**src/rtl/pipe_control_unit_if.sv**
```systemverilog
// -----------------------------------------------------------------------------
// pipe_control_unit_if
// Bundles every signal between the pipelined control unit and the datapath /
// hazard unit, except clk and rst.
//
// Decode-stage inputs  : op, funct3, funct7
// Hazard inputs        : stall_D, flush_E
// Execute flag inputs  : Zero_E, Lt_E, Ltu_E
// Decode outputs       : ImmSrc_D, illegal_D
// Execute outputs      : ALUctrl_E, ALUsrcA_E, ALUsrcB_E, PCsrc_E, jalrmuxSel_E
// Memory outputs       : MemWrite_M, MemSize_M
// Writeback outputs    : RegWrite_W, ResultSrc_W
//
// The master modport is the datapath/hazard side that drives instruction
// fields and flags. The slave modport is the control unit itself.
// -----------------------------------------------------------------------------
interface pipe_control_unit_if #(
    parameter int ALUCTRL_WIDTH = 4
);
    logic [6:0]               op;
    logic [2:0]               funct3;
    logic                     funct7;
    logic                     stall_D;
    logic                     flush_E;
    logic                     Zero_E;
    logic                     Lt_E;
    logic                     Ltu_E;
    logic [2:0]               ImmSrc_D;
    logic                     illegal_D;
    logic [ALUCTRL_WIDTH-1:0] ALUctrl_E;
    logic                     ALUsrcA_E;
    logic                     ALUsrcB_E;
    logic                     PCsrc_E;
    logic                     jalrmuxSel_E;
    logic                     MemWrite_M;
    logic [2:0]               MemSize_M;
    logic                     RegWrite_W;
    logic [1:0]               ResultSrc_W;

    modport master (
        output op, funct3, funct7, stall_D, flush_E, Zero_E, Lt_E, Ltu_E,
        input  ImmSrc_D, illegal_D, ALUctrl_E, ALUsrcA_E, ALUsrcB_E, PCsrc_E,
               jalrmuxSel_E, MemWrite_M, MemSize_M, RegWrite_W, ResultSrc_W
    );

    modport slave (
        input  op, funct3, funct7, stall_D, flush_E, Zero_E, Lt_E, Ltu_E,
        output ImmSrc_D, illegal_D, ALUctrl_E, ALUsrcA_E, ALUsrcB_E, PCsrc_E,
               jalrmuxSel_E, MemWrite_M, MemSize_M, RegWrite_W, ResultSrc_W
    );
endinterface

```
**src/rtl/pipe_control_unit.sv**
```systemverilog
// -----------------------------------------------------------------------------
// pipe_control_unit
// Pipelined RV32I control unit. Decodes op/funct3/funct7 combinationally in
// Decode, then carries the control bundle through D->E, E->M and M->W
// registers. Branch and jump redirects are resolved in Execute from the ALU
// flags. Illegal encodings are flagged in Decode and never enable any write.
//
// Parameters
//   ALUCTRL_WIDTH  : ALU control code width, at least 4 (upper bits stay 0)
//   ILLEGAL_AS_NOP : 1 -> illegal instruction enters E as a bubble
//                    0 -> its decoded fields enter E with all enables cleared
//
// Ports
//   clk  : rising-edge clock
//   rst  : asynchronous active-high reset, clears all stages to bubbles
//   bus  : pipe_control_unit_if slave modport (decode fields, hazard
//          controls, ALU flags in; per-stage control signals out)
// -----------------------------------------------------------------------------
module pipe_control_unit #(
    parameter int ALUCTRL_WIDTH  = 4,
    parameter int ILLEGAL_AS_NOP = 1
) (
    input logic               clk,
    input logic               rst,
    pipe_control_unit_if.slave bus
);

    localparam logic [6:0] OP_R      = 7'b0110011;
    localparam logic [6:0] OP_I      = 7'b0010011;
    localparam logic [6:0] OP_LOAD   = 7'b0000011;
    localparam logic [6:0] OP_STORE  = 7'b0100011;
    localparam logic [6:0] OP_BRANCH = 7'b1100011;
    localparam logic [6:0] OP_LUI    = 7'b0110111;
    localparam logic [6:0] OP_AUIPC  = 7'b0010111;
    localparam logic [6:0] OP_JAL    = 7'b1101111;
    localparam logic [6:0] OP_JALR   = 7'b1100111;

    localparam logic [ALUCTRL_WIDTH-1:0] ALU_ADD   = ALUCTRL_WIDTH'(0);
    localparam logic [ALUCTRL_WIDTH-1:0] ALU_SUB   = ALUCTRL_WIDTH'(1);
    localparam logic [ALUCTRL_WIDTH-1:0] ALU_AND   = ALUCTRL_WIDTH'(2);
    localparam logic [ALUCTRL_WIDTH-1:0] ALU_OR    = ALUCTRL_WIDTH'(3);
    localparam logic [ALUCTRL_WIDTH-1:0] ALU_XOR   = ALUCTRL_WIDTH'(4);
    localparam logic [ALUCTRL_WIDTH-1:0] ALU_SLT   = ALUCTRL_WIDTH'(5);
    localparam logic [ALUCTRL_WIDTH-1:0] ALU_SLTU  = ALUCTRL_WIDTH'(6);
    localparam logic [ALUCTRL_WIDTH-1:0] ALU_SLL   = ALUCTRL_WIDTH'(7);
    localparam logic [ALUCTRL_WIDTH-1:0] ALU_SRL   = ALUCTRL_WIDTH'(8);
    localparam logic [ALUCTRL_WIDTH-1:0] ALU_SRA   = ALUCTRL_WIDTH'(9);
    localparam logic [ALUCTRL_WIDTH-1:0] ALU_PASSB = ALUCTRL_WIDTH'(10);

    localparam logic [2:0] IMM_I = 3'b000;
    localparam logic [2:0] IMM_S = 3'b001;
    localparam logic [2:0] IMM_B = 3'b010;
    localparam logic [2:0] IMM_U = 3'b011;
    localparam logic [2:0] IMM_J = 3'b100;

    localparam logic [1:0] RES_ALU = 2'b00;
    localparam logic [1:0] RES_MEM = 2'b01;
    localparam logic [1:0] RES_PC4 = 2'b10;

    // Full bundle carried into Execute; later stages keep only what they use.
    typedef struct packed {
        logic                     valid;
        logic                     reg_write;
        logic [1:0]               result_src;
        logic                     mem_write;
        logic [2:0]               mem_size;
        logic                     jump;
        logic                     branch;
        logic [2:0]               funct3;
        logic [ALUCTRL_WIDTH-1:0] alu_ctrl;
        logic                     alu_src_a;
        logic                     alu_src_b;
        logic                     jalr_sel;
    } e_ctrl_t;

    typedef struct packed {
        logic       reg_write;
        logic [1:0] result_src;
        logic       mem_write;
        logic [2:0] mem_size;
    } m_ctrl_t;

    typedef struct packed {
        logic       reg_write;
        logic [1:0] result_src;
    } w_ctrl_t;

    localparam e_ctrl_t BUBBLE_E = '0;
    localparam m_ctrl_t BUBBLE_M = '0;
    localparam w_ctrl_t BUBBLE_W = '0;

    e_ctrl_t    dec;
    e_ctrl_t    to_e;
    logic [2:0] imm_src;
    logic       illegal;
    e_ctrl_t    e_q;
    m_ctrl_t    m_q;
    w_ctrl_t    w_q;
    logic       branch_cond;

    // Decode. Every case has a default that marks the encoding illegal, so an
    // unknown or X opcode/funct field can never reach an enable. Once illegal
    // is known, all enables and valid are cleared regardless of the path.
    always_comb begin
        dec           = BUBBLE_E;
        imm_src       = IMM_I;
        illegal       = 1'b0;
        dec.valid     = 1'b1;
        dec.funct3    = bus.funct3;
        case (bus.op)
            OP_R: begin
                dec.reg_write  = 1'b1;
                dec.result_src = RES_ALU;
                case ({bus.funct7, bus.funct3})
                    4'b0000: dec.alu_ctrl = ALU_ADD;
                    4'b1000: dec.alu_ctrl = ALU_SUB;
                    4'b0001: dec.alu_ctrl = ALU_SLL;
                    4'b0010: dec.alu_ctrl = ALU_SLT;
                    4'b0011: dec.alu_ctrl = ALU_SLTU;
                    4'b0100: dec.alu_ctrl = ALU_XOR;
                    4'b0101: dec.alu_ctrl = ALU_SRL;
                    4'b1101: dec.alu_ctrl = ALU_SRA;
                    4'b0110: dec.alu_ctrl = ALU_OR;
                    4'b0111: dec.alu_ctrl = ALU_AND;
                    default: illegal = 1'b1;
                endcase
            end
            OP_I: begin
                dec.reg_write  = 1'b1;
                dec.alu_src_b  = 1'b1;
                dec.result_src = RES_ALU;
                imm_src        = IMM_I;
                case (bus.funct3)
                    3'b000: dec.alu_ctrl = ALU_ADD;
                    3'b010: dec.alu_ctrl = ALU_SLT;
                    3'b011: dec.alu_ctrl = ALU_SLTU;
                    3'b100: dec.alu_ctrl = ALU_XOR;
                    3'b110: dec.alu_ctrl = ALU_OR;
                    3'b111: dec.alu_ctrl = ALU_AND;
                    3'b001: begin
                        case (bus.funct7)
                            1'b0:    dec.alu_ctrl = ALU_SLL;
                            default: illegal = 1'b1;
                        endcase
                    end
                    3'b101: begin
                        case (bus.funct7)
                            1'b0:    dec.alu_ctrl = ALU_SRL;
                            1'b1:    dec.alu_ctrl = ALU_SRA;
                            default: illegal = 1'b1;
                        endcase
                    end
                    default: illegal = 1'b1;
                endcase
            end
            OP_LOAD: begin
                dec.reg_write  = 1'b1;
                dec.alu_src_b  = 1'b1;
                dec.alu_ctrl   = ALU_ADD;
                dec.result_src = RES_MEM;
                dec.mem_size   = bus.funct3;
                imm_src        = IMM_I;
                case (bus.funct3)
                    3'b000, 3'b001, 3'b010, 3'b100, 3'b101: ;
                    default: illegal = 1'b1;
                endcase
            end
            OP_STORE: begin
                dec.mem_write = 1'b1;
                dec.alu_src_b = 1'b1;
                dec.alu_ctrl  = ALU_ADD;
                dec.mem_size  = bus.funct3;
                imm_src       = IMM_S;
                case (bus.funct3)
                    3'b000, 3'b001, 3'b010: ;
                    default: illegal = 1'b1;
                endcase
            end
            OP_BRANCH: begin
                dec.branch   = 1'b1;
                dec.alu_ctrl = ALU_SUB;
                imm_src      = IMM_B;
                case (bus.funct3)
                    3'b000, 3'b001, 3'b100, 3'b101, 3'b110, 3'b111: ;
                    default: illegal = 1'b1;
                endcase
            end
            OP_LUI: begin
                dec.reg_write  = 1'b1;
                dec.alu_src_b  = 1'b1;
                dec.alu_ctrl   = ALU_PASSB;
                dec.result_src = RES_ALU;
                imm_src        = IMM_U;
            end
            OP_AUIPC: begin
                dec.reg_write  = 1'b1;
                dec.alu_src_a  = 1'b1;
                dec.alu_src_b  = 1'b1;
                dec.alu_ctrl   = ALU_ADD;
                dec.result_src = RES_ALU;
                imm_src        = IMM_U;
            end
            OP_JAL: begin
                dec.reg_write  = 1'b1;
                dec.jump       = 1'b1;
                dec.alu_ctrl   = ALU_ADD;
                dec.result_src = RES_PC4;
                imm_src        = IMM_J;
            end
            OP_JALR: begin
                dec.reg_write  = 1'b1;
                dec.jump       = 1'b1;
                dec.jalr_sel   = 1'b1;
                dec.alu_src_b  = 1'b1;
                dec.alu_ctrl   = ALU_ADD;
                dec.result_src = RES_PC4;
                imm_src        = IMM_I;
                case (bus.funct3)
                    3'b000:  ;
                    default: illegal = 1'b1;
                endcase
            end
            default: illegal = 1'b1;
        endcase
        if (illegal) begin
            dec.valid     = 1'b0;
            dec.reg_write = 1'b0;
            dec.mem_write = 1'b0;
            dec.branch    = 1'b0;
            dec.jump      = 1'b0;
        end
    end

    // An illegal instruction either becomes a full bubble or keeps its
    // decoded datapath fields with the enables already cleared above.
    assign to_e = (illegal && (ILLEGAL_AS_NOP != 0)) ? BUBBLE_E : dec;

    // D->E register. flush_E wins over stall_D; both insert a bubble because
    // a stalled D instruction is re-presented and must not execute twice.
    always_ff @(posedge clk or posedge rst) begin
        if (rst) begin
            e_q <= BUBBLE_E;
        end else if (bus.flush_E) begin
            e_q <= BUBBLE_E;
        end else if (bus.stall_D) begin
            e_q <= BUBBLE_E;
        end else begin
            e_q <= to_e;
        end
    end

    // E->M and M->W registers always advance; there is no downstream stall.
    always_ff @(posedge clk or posedge rst) begin
        if (rst) begin
            m_q <= BUBBLE_M;
            w_q <= BUBBLE_W;
        end else begin
            m_q.reg_write  <= e_q.reg_write;
            m_q.result_src <= e_q.result_src;
            m_q.mem_write  <= e_q.mem_write;
            m_q.mem_size   <= e_q.mem_size;
            w_q.reg_write  <= m_q.reg_write;
            w_q.result_src <= m_q.result_src;
        end
    end

    // Branch condition from the funct3 held in E and the live ALU flags.
    always_comb begin
        branch_cond = 1'b0;
        case (e_q.funct3)
            3'b000:  branch_cond = bus.Zero_E;
            3'b001:  branch_cond = ~bus.Zero_E;
            3'b100:  branch_cond = bus.Lt_E;
            3'b101:  branch_cond = ~bus.Lt_E;
            3'b110:  branch_cond = bus.Ltu_E;
            3'b111:  branch_cond = ~bus.Ltu_E;
            default: branch_cond = 1'b0;
        endcase
    end

    // Redirect is the only combinational E output; it does not flush itself,
    // the hazard unit reacts to it with flush_E.
    assign bus.PCsrc_E = e_q.valid & (e_q.jump | (e_q.branch & branch_cond));

    assign bus.ImmSrc_D     = imm_src;
    assign bus.illegal_D    = illegal;
    assign bus.ALUctrl_E    = e_q.alu_ctrl;
    assign bus.ALUsrcA_E    = e_q.alu_src_a;
    assign bus.ALUsrcB_E    = e_q.alu_src_b;
    assign bus.jalrmuxSel_E = e_q.jalr_sel;
    assign bus.MemWrite_M   = m_q.mem_write;
    assign bus.MemSize_M    = m_q.mem_size;
    assign bus.RegWrite_W   = w_q.reg_write;
    assign bus.ResultSrc_W  = w_q.result_src;

endmodule

```
**src/flat_wrapper.sv**
```systemverilog
// flat-port wrapper written by rule: the top's interface ports become plain ports
module pipe_control_unit_flat 
#(
    parameter int ALUCTRL_WIDTH  = 4,
    parameter int ILLEGAL_AS_NOP = 1
)
  (clk, rst, bus_op, bus_funct3, bus_funct7, bus_stall_D, bus_flush_E, bus_Zero_E, bus_Lt_E, bus_Ltu_E, bus_ImmSrc_D, bus_illegal_D, bus_ALUctrl_E, bus_ALUsrcA_E, bus_ALUsrcB_E, bus_PCsrc_E, bus_jalrmuxSel_E, bus_MemWrite_M, bus_MemSize_M, bus_RegWrite_W, bus_ResultSrc_W);
  pipe_control_unit_if #(.ALUCTRL_WIDTH(ALUCTRL_WIDTH)) bus_i ();
  input logic clk;
  input logic rst;
  input wire logic [$bits(bus_i.op)-1:0] bus_op;
  input wire logic [$bits(bus_i.funct3)-1:0] bus_funct3;
  input wire logic [$bits(bus_i.funct7)-1:0] bus_funct7;
  input wire logic [$bits(bus_i.stall_D)-1:0] bus_stall_D;
  input wire logic [$bits(bus_i.flush_E)-1:0] bus_flush_E;
  input wire logic [$bits(bus_i.Zero_E)-1:0] bus_Zero_E;
  input wire logic [$bits(bus_i.Lt_E)-1:0] bus_Lt_E;
  input wire logic [$bits(bus_i.Ltu_E)-1:0] bus_Ltu_E;
  output wire logic [$bits(bus_i.ImmSrc_D)-1:0] bus_ImmSrc_D;
  output wire logic [$bits(bus_i.illegal_D)-1:0] bus_illegal_D;
  output wire logic [$bits(bus_i.ALUctrl_E)-1:0] bus_ALUctrl_E;
  output wire logic [$bits(bus_i.ALUsrcA_E)-1:0] bus_ALUsrcA_E;
  output wire logic [$bits(bus_i.ALUsrcB_E)-1:0] bus_ALUsrcB_E;
  output wire logic [$bits(bus_i.PCsrc_E)-1:0] bus_PCsrc_E;
  output wire logic [$bits(bus_i.jalrmuxSel_E)-1:0] bus_jalrmuxSel_E;
  output wire logic [$bits(bus_i.MemWrite_M)-1:0] bus_MemWrite_M;
  output wire logic [$bits(bus_i.MemSize_M)-1:0] bus_MemSize_M;
  output wire logic [$bits(bus_i.RegWrite_W)-1:0] bus_RegWrite_W;
  output wire logic [$bits(bus_i.ResultSrc_W)-1:0] bus_ResultSrc_W;
  assign bus_i.op = bus_op;
  assign bus_i.funct3 = bus_funct3;
  assign bus_i.funct7 = bus_funct7;
  assign bus_i.stall_D = bus_stall_D;
  assign bus_i.flush_E = bus_flush_E;
  assign bus_i.Zero_E = bus_Zero_E;
  assign bus_i.Lt_E = bus_Lt_E;
  assign bus_i.Ltu_E = bus_Ltu_E;
  assign bus_ImmSrc_D = bus_i.ImmSrc_D;
  assign bus_illegal_D = bus_i.illegal_D;
  assign bus_ALUctrl_E = bus_i.ALUctrl_E;
  assign bus_ALUsrcA_E = bus_i.ALUsrcA_E;
  assign bus_ALUsrcB_E = bus_i.ALUsrcB_E;
  assign bus_PCsrc_E = bus_i.PCsrc_E;
  assign bus_jalrmuxSel_E = bus_i.jalrmuxSel_E;
  assign bus_MemWrite_M = bus_i.MemWrite_M;
  assign bus_MemSize_M = bus_i.MemSize_M;
  assign bus_RegWrite_W = bus_i.RegWrite_W;
  assign bus_ResultSrc_W = bus_i.ResultSrc_W;
  pipe_control_unit #(.ALUCTRL_WIDTH(ALUCTRL_WIDTH), .ILLEGAL_AS_NOP(ILLEGAL_AS_NOP)) u_core (.clk(clk), .rst(rst), .bus(bus_i));
endmodule
```
**config.mk**
```make
export PLATFORM = sky130hd
export DESIGN_NAME = pipe_control_unit_flat
export DESIGN_NICKNAME = d
export VERILOG_FILES = /design/src/rtl/pipe_control_unit_if.sv /design/src/rtl/pipe_control_unit.sv /design/src/flat_wrapper.sv
export SDC_FILE = /design/constraint.sdc
export NUM_CORES = 1
export LEC_CHECK = 0
export BUFFER_PORTS_ARGS = -buffer_cell sky130_fd_sc_hd__buf_2
export CORE_MARGIN = 2
export CORE_UTILIZATION = 45
export DETAILED_ROUTE_END_ITERATION = 16
export GPL_TIMING_DRIVEN = 0
export HOLD_SLACK_MARGIN = 0.15
export PLACE_DENSITY = 0.7
export REMOVE_ABC_BUFFERS = 1
export SLEW_MARGIN = 20
export SYNTH_ARGS = -nofsm -noshare
export SYNTH_HDL_FRONTEND = slang
export SYNTH_SLANG_ARGS = --single-unit
```
**constraint.sdc**
```tcl
create_clock -name clk -period 1.69 [get_ports clk]
set_input_delay 0.0845 -clock clk [delete_from_list [all_inputs] [get_ports clk]]
set_output_delay 0.0845 -clock clk [all_outputs]
set_load 0.01 [all_outputs]
```
==> results of run 1 <==
registers in the layout (all words and copies together) (netlist names):
| signal | cells |
|---|---|
| u_core.bus.ALUsrcB_E | 1 |
| u_core.bus.ALUctrl_E | 4 |
| u_core.bus.jalrmuxSel_E | 1 |
| u_core.bus.ResultSrc_W | 2 |
| u_core.bus.MemWrite_M | 1 |
| u_core.e_q | 12 |
| u_core.bus.MemSize_M | 3 |
| u_core.bus.RegWrite_W | 1 |
| u_core.m_q | 3 |
| u_core.bus.ALUsrcA_E | 1 |
logic make-up (layout without fill, tap and decap cells):
group,Yosys count,count (layout),share of synthesized area [%]
AOI/OAI and AO/OA,25,25,12.9
xor gates and xnor gates,4,4,2.48
buffers and inverters,24,61,9.22
DFF,29,29,51.4
muxes,2,2,1.42
and+or+nand+nor,58,58,22.6
cell type report:
cell class / instances / area (um2)
clock buffers: 7 / 65.1
clock inverters: 1 / 5.00
fillers: 261 / 1290
inverters: 6 / 22.5
multi-input cells: 89 / 576
flip-flops and latches: 29 / 726
well taps: 44 / 55.1
repair buffers: 47 / 290
power by group through the flow:
stage | Clock (mW) | Combinational [mW] | Sequential (mW)
after floorplan | 0 | 0.0691 | 0.709
after global placement | 0 | 0.125 | 0.709
after detailed placement | 0 | 0.130 | 0.709
after CTS | 0.476 | 0.148 | 0.695
after global routing | 0.511 | 0.174 | 0.695
final | 0.460 | 0.157 | 0.695
final timing paths:
path | slack, ns | start | end | cells after the start
setup / recovery | 0.002 | bus_funct3[0] | u_core.bus.ALUctrl_E[0] | 7
hold / removal | 0.18 | bus_op[2] | u_core.e_q[10] | 4
setup reg to reg | 1.19 | u_core.e_q[11] | u_core.m_q[5] | 0
hold reg to reg | 0.35 | u_core.m_q[6] | u_core.bus.RegWrite_W | 0
max in group asynchronous | 0.95 | rst | u_core.e_q[9] | 3
min in group asynchronous | 0.37 | rst | u_core.e_q[14] | 3
per-stage QoR:
stage	cell area (um2)	setup TNS [ns]	instances	utilization [%]
after floorplan	1300	0	124	-
after global placement	1540	-7.54	204	50.8
after detailed placement	1540	-7.80	204	50.8
after CTS	1710	-0.307	221	56.4
after global routing	1740	-0.132	223	57.4
final	1740	0	223	57.4
synthesized netlist by cell type, types with 2 or more instances:
cell type,n,area [um2]
o32a_1,3,30.0
o31a_1,3,26.3
nor3_1,7,35.0
nand2_1,7,26.3
or4_1,2,15.0
nor2b_1,4,25.0
nor4_1,5,31.3
or2_2,2,12.5
a21oi_1,5,25.0
buf_4,8,60.1
buf_1,2,7.51
nand3_1,3,15.0
clkbuf_1,5,18.8
nand2b_1,3,18.8
inv_1,5,18.8
buf_2,2,10.0
mux2i_1,2,20.0
nor2_1,16,60.1
o21ai_0,6,30.0
dfrtp_1,29,726
and3b_1,3,26.3
o311ai_0,2,17.5
xor2_1,3,26.3
layer usage:
layer  vias up  wire [um]
met5         -          0
met1       573       1310
met4         0         45
met2        48       1390
li1        564          -
met3         4        148
what timing repair did:
action / 4_1_cts / 5_1_grt
endpoints found under the setup margin: 19 / 19
hold buffers: 9 / 0
hold endpoints to repair: 40 / 0
gates resized for setup: 3 / 4
pin swaps: 1 / 2
buffers inserted: 0 / 2
==> insert_results.sql, run 1 <==
INSERT INTO impl_metrics (metric_group, metric, value, unit) VALUES
('setup_path', 'path_delay_family', 'buffers and inverters', ''),
('power_and_ir_drop', 'combinational_share_of_power', '11.9', '%'),
('setup_path', 'timing.critical_path.slowest_cell_delay', '0.59', 'ns'),
('synth', 'synth_seq_cells', '29', ''),
('route', 'drtIter0Drc', '51', ''),
('setup_path', 'critPathLaunchType', 'input port', ''),
('route', 'drtAntennaViolNets', '0', ''),
('power_and_ir_drop', 'peakVddDrop', '245', 'uV'),
('setup_path', 'critical_path_cell_list', 'buf_2 -> dlygate4sd3_1 -> inv_1 -> and3_1 -> a2111oi_0 -> o32a_1 -> nor2_1', ''),
('route', 'post_drt_wl_per_cell', '13.0', 'um'),
('die', 'fp.coreArea', '3030', 'um2'),
('global_route', 'track_usage', '17.7', '%'),
('cells_and_area', 'final_cell_mix', 'buf_2 (34), dfrtp_1 (29), nor2_1 (16)', ''),
('setup_path', 'timing.critical_path.required', '1.88', 'ns'),
('die', 'std_cell_rows', '20', ''),
('synth', 'synthArstFlopShare', '100', '%'),
('sta', 'tightest_slew', '0.564', 'ns'),
('cells_and_area', 'layout_cell_share_with_drive_strength_beyond_1', '30.7', '%'),
('sta', 'period_minus_slack', '1.69', 'ns'),
('global_route', 'grt_pass1_vias', '1064', ''),
('route', 'wirelength', '2900', 'um'),
('setup_path', 'cp.buffers_inverters', '3', ''),
('global_route', 'gr-usage-met3', '3.03', '%'),
('global_route', 'grt_pass1_wl', '4630', 'um'),
('power_and_ir_drop', 'seq_power_share', '53.0', '%'),
('place', 'dp.final_hpwl', '1900', 'um'),
('place', 'gp_congestion', '0.883', ''),
('cells_and_area', 'flow.area_growth_from_synthesis', '23.2', '%'),
('place', 'detailedPlace.worstSlack', '-0.462', 'ns'),
('power_and_ir_drop', 'p_sw', '0.313', 'mW'),
('synth', 'postSynthCellCount', '142', ''),
('synth', 'dominantRegCellSynth', 'dfrtp_1', ''),
('cells_and_area', 'fin_nets', '196', ''),
('synth', 'synth.lib_cells_used.distinct', '38', ''),
('synth', 'synth.cell_area', '1410', 'um2'),
('clock_tree', 'clk_pin_slew', '0.09', 'ns'),
('setup_path', 'slowest_stage', 'dlygate4sd3_1', ''),
('power_and_ir_drop', 'powerDensity', '754', 'nW/um2'),
('die', 'die_area', '3600', 'um2'),
('clock_tree', 'cts_made_buffers', '5', ''),
('route', 'route.vias.total', '1189', ''),
('sta', 'timing.clock.skew', '0.00318', 'ns'),
('cells_and_area', 'num_antenna_cells', '0', ''),
('power_and_ir_drop', 'share_clk_of_total_power', '35.1', '%'),
('sta', 'setup_repair_after_global_routing_missed_its_margin', 'yes', ''),
('job', 'maxcap_viol_count', '0', ''),
('sta', 'timing.final.ws_setup', '0.00239', 'ns'),
('global_route', 'use_met2', '28.1', '%'),
('clock_tree', 'cts_root_buffer', 'clkbuf_4', ''),
('die', 'die-height', '60.0', 'um'),
('global_route', 'met1_capacity_usage_during_global_routing', '21.9', '%'),
('setup_path', 'worstSetupPathType', 'input port to flip-flop', ''),
('sta', 'finalSetupViolCount', '0', ''),
('die', 'die-width', '60.0', 'um'),
('cells_and_area', 'layout.cells.most_common', 'buf_2', ''),
('route', 'route.detailed.drc', '0', ''),
('die', 'design.portCount', '37', ''),
('global_route', 'grt-ovfl-total', '0', ''),
('sta', 'relSlewSlack', '62.4', '%'),
('route', 'drt_pre_antenna_iters', '4', ''),
('synth', 'post_synth.cell_area_avg', '9.94', 'um2'),
('clock_tree', 'clkLatencyLatePin', '0.31', 'ns'),
('sta', 'final_min_period_over_clock_period', '99.9', '%'),
('sta', 'report.final.hold_viol_count', '0', ''),
('synth', 'ys_seq_area_share', '51.4', '%'),
('hold_path', 'holdCritPathClass', 'input port to flip-flop', ''),
('sta', 'worst_hold_margin', '0.179', 'ns'),
('sta', 'finalMaxSlewViolations', '0', ''),
('setup_path', 'setup.worst_path.end_class', 'flip-flop', ''),
('run_status', 'status', 'finished, final reports clean', ''),
('global_route', 'antenna_found_initial', '0', '');
Power figures use the tool's default switching activity.
==> run 2: changes to the inputs <==
- CTS_BUF_LIST: default -> sky130_fd_sc_hd__clkbuf_16
==> insert_results.sql, run 2 (synthesized netlist as in run 1, its figures left out) <==
INSERT INTO impl_metrics (metric_group, metric, value, unit) VALUES
('die', 'starting_density_of_the_core', '46.6', '%'),
('global_route', 'grt_start_max_net_pins', '30', ''),
('place', 'dp.final_hpwl', '1900', 'um'),
('sta', 'timing.final.ws_setup', '0.0436', 'ns'),
('die', 'die-width', '60.0', 'um'),
('route', 'drt_pre_antenna_iters', '4', ''),
('cells_and_area', 'largest_register_ffs', '12', ''),
('clock_tree', 'htree_levels', '2', ''),
('sta', 'relSlewSlack', '62.0', '%'),
('die', 'die-height', '60.0', 'um'),
('route', 'route.vias.total', '1190', ''),
('cells_and_area', 'top_register', 'u_core.e_q', ''),
('cells_and_area', 'finish.instance_area', '1800', 'um2'),
('route', 'detail_route.vias_per_cell', '5.36', ''),
('cells_and_area', 'nFillCells', '257', ''),
('setup_path', 'worstSetupPathType', 'input port to output pin', ''),
('sta', 'achievable_freq', '607', 'MHz'),
('route', 'wirelength', '2970', 'um'),
('die', 'design.portCount', '37', ''),
('clock_tree', 'cts_made_buffers', '5', ''),
('sta', 'report.final.hold_viol_count', '0', ''),
('clock_tree', 'clock-sinks', '29', ''),
('clock_tree', 'tritoncts', 'yes', ''),
('sta', 'final_min_period_over_clock_period', '97.4', '%'),
('cells_and_area', 'layout_cell_share_with_drive_strength_beyond_1', '30.3', '%'),
('job', 'maxcap_viol_count', '0', ''),
('global_route', 'grt_pass1_wl', '4690', 'um'),
('sta', 'timing.clock.skew', '0.00187', 'ns'),
('cells_and_area', 'fin_nets', '195', ''),
('power_and_ir_drop', 'total_power', '1.65', 'mW'),
('setup_path', 'setup.worst_path.end_class', 'output pin', ''),
('die', 'std_cell_rows', '20', ''),
('route', 'drtIter0Drc', '63', ''),
('cells_and_area', 'multi_input_area', '576', 'um2'),
('cells_and_area', 'regArea', '726', 'um2'),
('clock_tree', 'clk_pin_slew', '0.05', 'ns'),
('sta', 'period_minus_slack', '1.65', 'ns'),
('power_and_ir_drop', 'peakVddDrop', '373', 'uV'),
('clock_tree', 'cts-root-to-sink-buffers', '2', ''),
('clock_tree', 'cts_root_buffer', 'clkbuf_16', ''),
('global_route', 'grt-ovfl-total', '0', ''),
('setup_path', 'critPathLaunchType', 'input port', ''),
('die', 'fp.coreArea', '3030', 'um2'),
('sta', 'finalSetupViolCount', '0', ''),
('hold_path', 'holdCritPathClass', 'input port to flip-flop', ''),
('global_route', 'track_usage', '18.2', '%'),
('sta', 'finalMaxSlewViolations', '0', ''),
('cells_and_area', 'flow.area_growth_from_synthesis', '27.6', '%'),
('cells_and_area', 'num_antenna_cells', '0', ''),
('route', 'post_drt_wl_per_cell', '13.4', 'um'),
('global_route', 'grt_pass1_vias', '1074', ''),
('run_status', 'status', 'finished, final reports clean', ''),
('place', 'detailedPlace.worstSlack', '-0.462', 'ns'),
('global_route', 'antenna_found_initial', '0', ''),
('clock_tree', 'clkLatencyLatePin', '0.27', 'ns'),
('sta', 'tns', '0', 'ns'),
('setup_path', 'data_arrival_time_of_the_critical_path', '1.56', 'ns'),
('power_and_ir_drop', 'powerDensity', '916', 'nW/um2'),
('route', 'route.detailed.drc', '0', ''),
('setup_path', 'timing.critical_path.required', '1.61', 'ns'),
('cells_and_area', 'fin_util', '59.5', '%'),
('place', 'gp_congestion', '0.883', ''),
('cells_and_area', 'final_cell_mix', 'buf_2 (33), dfrtp_1 (29), nor2_1 (16)', ''),
('place', 'placed_cell_area', '1540', 'um2'),
('die', 'die_area', '3600', 'um2'),
('setup_path', 'critical_path.max_fanout', '8', ''),
('power_and_ir_drop', 'static-leakage-power', '0.905', 'nW'),
('sta', 'tightest_slew', '0.569', 'ns'),
('route', 'drtAntennaViolNets', '0', ''),
('place', 'io_buffers', '36', ''),
('cells_and_area', 'layout.cells.most_common', 'buf_2', '');
==> run 2: cell types whose count changed in the layout (fill, tap and decap cells not counted), moves of 2 or more <==
cell,previous run,this run
clkbuf_16,0,5
clkbuf_4,5,0
clkbuf_8,2,0
clkinv_1,0,2
dlygate4sd3_1,9,7
==> run 2: report_power, final <==
group | switching, mW | total, mW | internal [mW] | leakage [nW]
registers | 0.000489 | 0.698 | 0.698 | 0.405
clock network | 0.267 | 0.795 | 0.528 | 0.0687
logic | 0.0935 | 0.157 | 0.0637 | 0.431
total | 0.361 | 1.65 | 1.29 | 0.905
==> run 2: final cells by class <==
| class | instances | area share [%] |
|---|---|---|
| Multi-Input combinational cell | 89 | 32.0 |
| Sequential cell | 29 | 40.3 |
| Timing Repair Buffer | 46 | 15.8 |
| Inverter | 6 | 1.25 |
| Clock inverter | 3 | 0.695 |
| Tap cell | 44 | 3.06 |
| Clock buffer | 5 | 6.95 |
==> run 2: path summary, 6_finish.rpt <==
path | from | end | slack (ns) | cells after the start
setup / recovery | bus_op[3] | bus_illegal_D | 0.04 | 7
hold / removal | bus_funct3[0] | u_core.e_q[7] | 0.22 | 3
setup reg to reg | u_core.e_q[11] | u_core.m_q[5] | 1.20 | 0
hold reg to reg | u_core.e_q[16] | u_core.m_q[4] | 0.34 | 0
max in group asynchronous | rst | u_core.bus.MemWrite_M | 0.88 | 3
min in group asynchronous | rst | u_core.bus.ResultSrc_W[1] | 0.43 | 3
==> run 2: stage by stage <==
stage | instances | hold slack, ns
CTS | 220 | 0.161
detailed placement | 204 | 0.271
global route | 222 | 0.250
floorplan | 124 | 0.157
finish | 222 | 0.223
global placement | 204 | 0.262
==> run 2: layer usage <==
| metal | share of wire [%] | wire (um) | vias to the layer above | track usage (%) |
|---|---|---|---|---|
| li1 | - | - | 559 | - |
| met3 | 5.9 | 174 | 12 | 4.98 |
| met2 | 47 | 1390 | 57 | 27.6 |
| met4 | 3.9 | 116 | 0 | 14.0 |
| met1 | 43 | 1290 | 562 | 21.7 |
| met5 | 0 | 0 | - | 0 |
==> run 2: repair_timing <==
item                                   in CTS  in global routing
gates resized for setup                     6                  2
pin swaps                                   2                  3
hold buffers                                7                  0
buffers inserted                            1                  2
endpoints found under the hold margin      37                  0
setup endpoints to repair                  19                  1
==> run 2: worst max-delay path, cell delays in order <==
cell and delay, ns:
buf_2 0.11, nand3b_4 0.19, or4_4 0.49, o32a_1 0.36, o21ai_2 0.08, or2_2 0.14, buf_6 0.10
==> run 3: changes to the inputs <==
- ABC_AREA: default -> 1
- CORE_UTILIZATION: 45 -> 42
- PLACE_DENSITY: 0.7 -> 0.66
==> insert_results.sql, run 3 <==
INSERT INTO impl_metrics (metric_group, metric, value, unit) VALUES
('run_status', 'status', 'finished, final reports clean', ''),
('cells_and_area', 'fin_util', '54.2', '%'),
('synth', 'ys_seq_area_share', '51.0', '%'),
('die', 'fp.coreArea', '3280', 'um2'),
('synth', 'area_share_of_and_or_nand_nor_cells_after_synthesis', '30.6', '%'),
('setup_path', 'critPathLaunchType', 'flip-flop', ''),
('sta', 'timing.clock.skew', '0.00136', 'ns'),
('global_route', 'track_usage', '17.4', '%'),
('cells_and_area', 'layout_cell_share_with_drive_strength_beyond_1', '32.5', '%'),
('synth', 'post-synth-top-count-cell', 'dfrtp_1', ''),
('place', 'placed_cell_area', '1600', 'um2'),
('synth', 'synth.cells.most_frequent', 'dfrtp_1 (29), nor2_1 (23), nand2_1 (22)', ''),
('route', 'route.vias.total', '1218', ''),
('synth', 'synth_seq_cells', '29', ''),
('global_route', 'grt_start_max_net_pins', '30', ''),
('synth', 'synth.area.mux_share', '0', '%'),
('hold_path', 'worst_hold_path_startpoint', 'bus_funct3[1]', ''),
('route', 'detail_route.vias_per_cell', '4.89', ''),
('route', 'drtAntennaViolNets', '0', ''),
('power_and_ir_drop', 'seq_power_share', '43.5', '%'),
('place', 'placed_cell_count', '237', ''),
('synth', 'synth_top_area_share', '51.0', '%'),
('die', 'std_cell_rows', '21', ''),
('place', 'gp_congestion', '0.834', ''),
('route', 'wirelength', '2910', 'um'),
('power_and_ir_drop', 'total_power', '1.61', 'mW'),
('power_and_ir_drop', 'p_sw_share', '21.3', '%'),
('die', 'die_area', '3870', 'um2'),
('synth', 'synth_compound_area_share', '8.18', '%'),
('sta', 'tns', '0', 'ns'),
('synth', 'postSynthCellCount', '163', ''),
('synth', 'synthAdderAreaFrac', '0', '%'),
('sta', 'finalMaxSlewViolations', '0', ''),
('power_and_ir_drop', 'internal_power', '1.26', 'mW'),
('synth', 'synth_enable_flop_cells', '0', ''),
('synth', 'dominantRegCellSynth', 'dfrtp_1', ''),
('job', 'maxcap_viol_count', '0', ''),
('synth', 'main_combinational_cell_family_by_area_after_synthesis', 'simple AND/OR/NAND/NOR gates', ''),
('setup_path', 'regToRegStartpoint', 'u_core.e_q[11]', ''),
('setup_path', 'setup.worst_path.end_class', 'output pin', ''),
('cells_and_area', 'regArea', '726', 'um2'),
('global_route', 'grt-ovfl-total', '0', ''),
('cells_and_area', 'flow.area_growth_from_synthesis', '25.1', '%'),
('sta', 'report.final.hold_viol_count', '0', ''),
('global_route', 'grt_pass1_vias', '1211', ''),
('global_route', 'grt_pass1_wl', '5190', 'um'),
('route', 'drt_pre_antenna_iters', '4', ''),
('sta', 'relSlewSlack', '63.6', '%'),
('sta', 'finalSetupViolCount', '0', ''),
('cells_and_area', 'final_cell_mix', 'buf_2 (36), dfrtp_1 (29), nor2_1 (23)', ''),
('sta', 'worst_hold_margin', '0.160', 'ns'),
('setup_path', 'timing.critical_path.required', '1.61', 'ns'),
('cells_and_area', 'finish.instance_area', '1780', 'um2'),
('synth', 'synth.cell_area', '1420', 'um2'),
('synth', 'synth.lib_cells_used.distinct', '25', ''),
('cells_and_area', 'fin_nets', '220', ''),
('cells_and_area', 'largest_register_ffs', '12', ''),
('die', 'die-height', '62.2', 'um'),
('global_route', 'antenna_found_initial', '0', ''),
('setup_path', 'critical_path.max_fanout', '3', ''),
('clock_tree', 'clock-sinks', '29', ''),
('clock_tree', 'cts_root_buffer', 'clkbuf_16', ''),
('power_and_ir_drop', 'powerDensity', '903', 'nW/um2'),
('die', 'design.portCount', '37', ''),
('clock_tree', 'cts-root-to-sink-buffers', '2', ''),
('sta', 'setup_repair_after_global_routing_missed_its_margin', 'no', ''),
('power_and_ir_drop', 'peakVddDrop', '481', 'uV'),
('clock_tree', 'cts_setup_buffers', '0', ''),
('hold_path', 'holdCritPathClass', 'input port to flip-flop', ''),
('power_and_ir_drop', 'combinational_share_of_power', '8.2', '%'),
('power_and_ir_drop', 'static-leakage-power', '0.992', 'nW'),
('die', 'die-width', '62.2', 'um'),
('power_and_ir_drop', 'p_sw', '0.342', 'mW'),
('route', 'drtIter0Drc', '44', ''),
('setup_path', 'data_arrival_time_of_the_critical_path', '1.43', 'ns'),
('sta', 'achievable_freq', '662', 'MHz'),
('cells_and_area', 'layout.cells.most_common', 'buf_2', ''),
('synth', 'synthArstFlopShare', '100', '%'),
('setup_path', 'crit_path_start', 'u_core.e_q[9]', ''),
('clock_tree', 'clk_pin_slew', '0.04', 'ns'),
('cells_and_area', 'nFillCells', '325', ''),
('synth', 'yosysTopAreaCell', 'dfrtp_1', ''),
('route', 'post_drt_wl_per_cell', '11.7', 'um'),
('synth', 'post_synth.cell_area_avg', '8.73', 'um2'),
('setup_path', 'worstSetupPathType', 'flip-flop to output pin', ''),
('cells_and_area', 'top_register', 'u_core.e_q', ''),
('cells_and_area', 'multi_input_area', '561', 'um2'),
('sta', 'tightest_slew', '0.545', 'ns'),
('sta', 'period_minus_slack', '1.51', 'ns'),
('cells_and_area', 'num_antenna_cells', '0', ''),
('power_and_ir_drop', 'share_clk_of_total_power', '48.4', '%'),
('synth', 'synth_area_leaders', 'dfrtp_1 (51%), nor2_1 (6.1%), nand2_1 (5.8%)', ''),
('synth', 'xor_and_xnor_fraction_of_the_mapped_netlist_area', '0.616', '%'),
('clock_tree', 'htree_levels', '2', ''),
('place', 'io_buffers', '36', ''),
('die', 'starting_density_of_the_core', '43.3', '%'),
('clock_tree', 'tritoncts', 'yes', ''),
('synth', 'yosys_warnings', '0', ''),
('place', 'dp.final_hpwl', '2280', 'um'),
('clock_tree', 'cts_made_buffers', '5', ''),
('place', 'detailedPlace.worstSlack', '0.305', 'ns'),
('cells_and_area', 'finish.cell_count_without_fillers', '249', ''),
('clock_tree', 'clkLatencyLatePin', '0.26', 'ns'),
('route', 'route.detailed.drc', '0', ''),
('sta', 'final_min_period_over_clock_period', '89.4', '%'),
('sta', 'timing.final.ws_setup', '0.178', 'ns');
run 3: worst max-delay path, stage by stage (launching register included):
cell	delay, ns
dfrtp_1	0.38
nand2_1	0.07
o21ai_1	0.07
xor2_1	0.14
o21ai_1	0.16
nand2_1	0.06
a21boi_0	0.13
buf_2	0.15
run 3: kinds of logic (layout without fill, tap and decap cells):
kind of cell | count (synthesis) | after routing
buffers and inverters | 29 | 69
AO/OA/AOI/OAI | 20 | 20
AND/OR/NAND/NOR | 84 | 84
flip-flops | 29 | 29
XOR/XNOR | 1 | 1
run 3: timing repair:
| item | in CTS | in global routing |
|---|---|---|
| resized for setup | 0 | 2 |
| hold buffers | 4 | 0 |
| hold endpoints to repair | 31 | 0 |
| endpoints found under the setup margin | 0 | 1 |
run 3: layout make-up:
cell class	instances	share of cell area, %
multi-input combinational	105	31.5
inverter	21	4.43
clock inverter	3	0.633
sequential	29	40.8
tap	46	3.23
clock buffer	5	7.03
timing repair buffer	40	12.4
run 3: power by group through the flow:
stage	registers [mW]	logic, mW	clock network, mW
detailed placement	0.709	0.125	0
global placement	0.709	0.121	0
floorplan	0.709	0.0735	0
global route	0.697	0.149	0.842
CTS	0.698	0.131	0.793
finish	0.698	0.131	0.777
run 3: path summary, 6_finish.rpt:
path                       cells past startpoint                 endpoint  slack (ns)
setup / recovery                               7              bus_PCsrc_E        0.18
min in group asynchronous                      3            u_core.m_q[6]        0.41
max in group asynchronous                      3  u_core.bus.jalrmuxSel_E        0.91
hold / removal                                 3           u_core.e_q[13]        0.16
setup reg to reg                               0            u_core.m_q[5]        1.19
hold reg to reg                                0            u_core.m_q[6]        0.34
run 3: routing by layer:
layer	vias to the layer above	share of wire, %	track usage, %
met5	-	0	0
met4	0	2.0	8.33
met3	4	5.7	4.35
met2	37	49	30.4
met1	569	43	19.9
li1	608	-	-
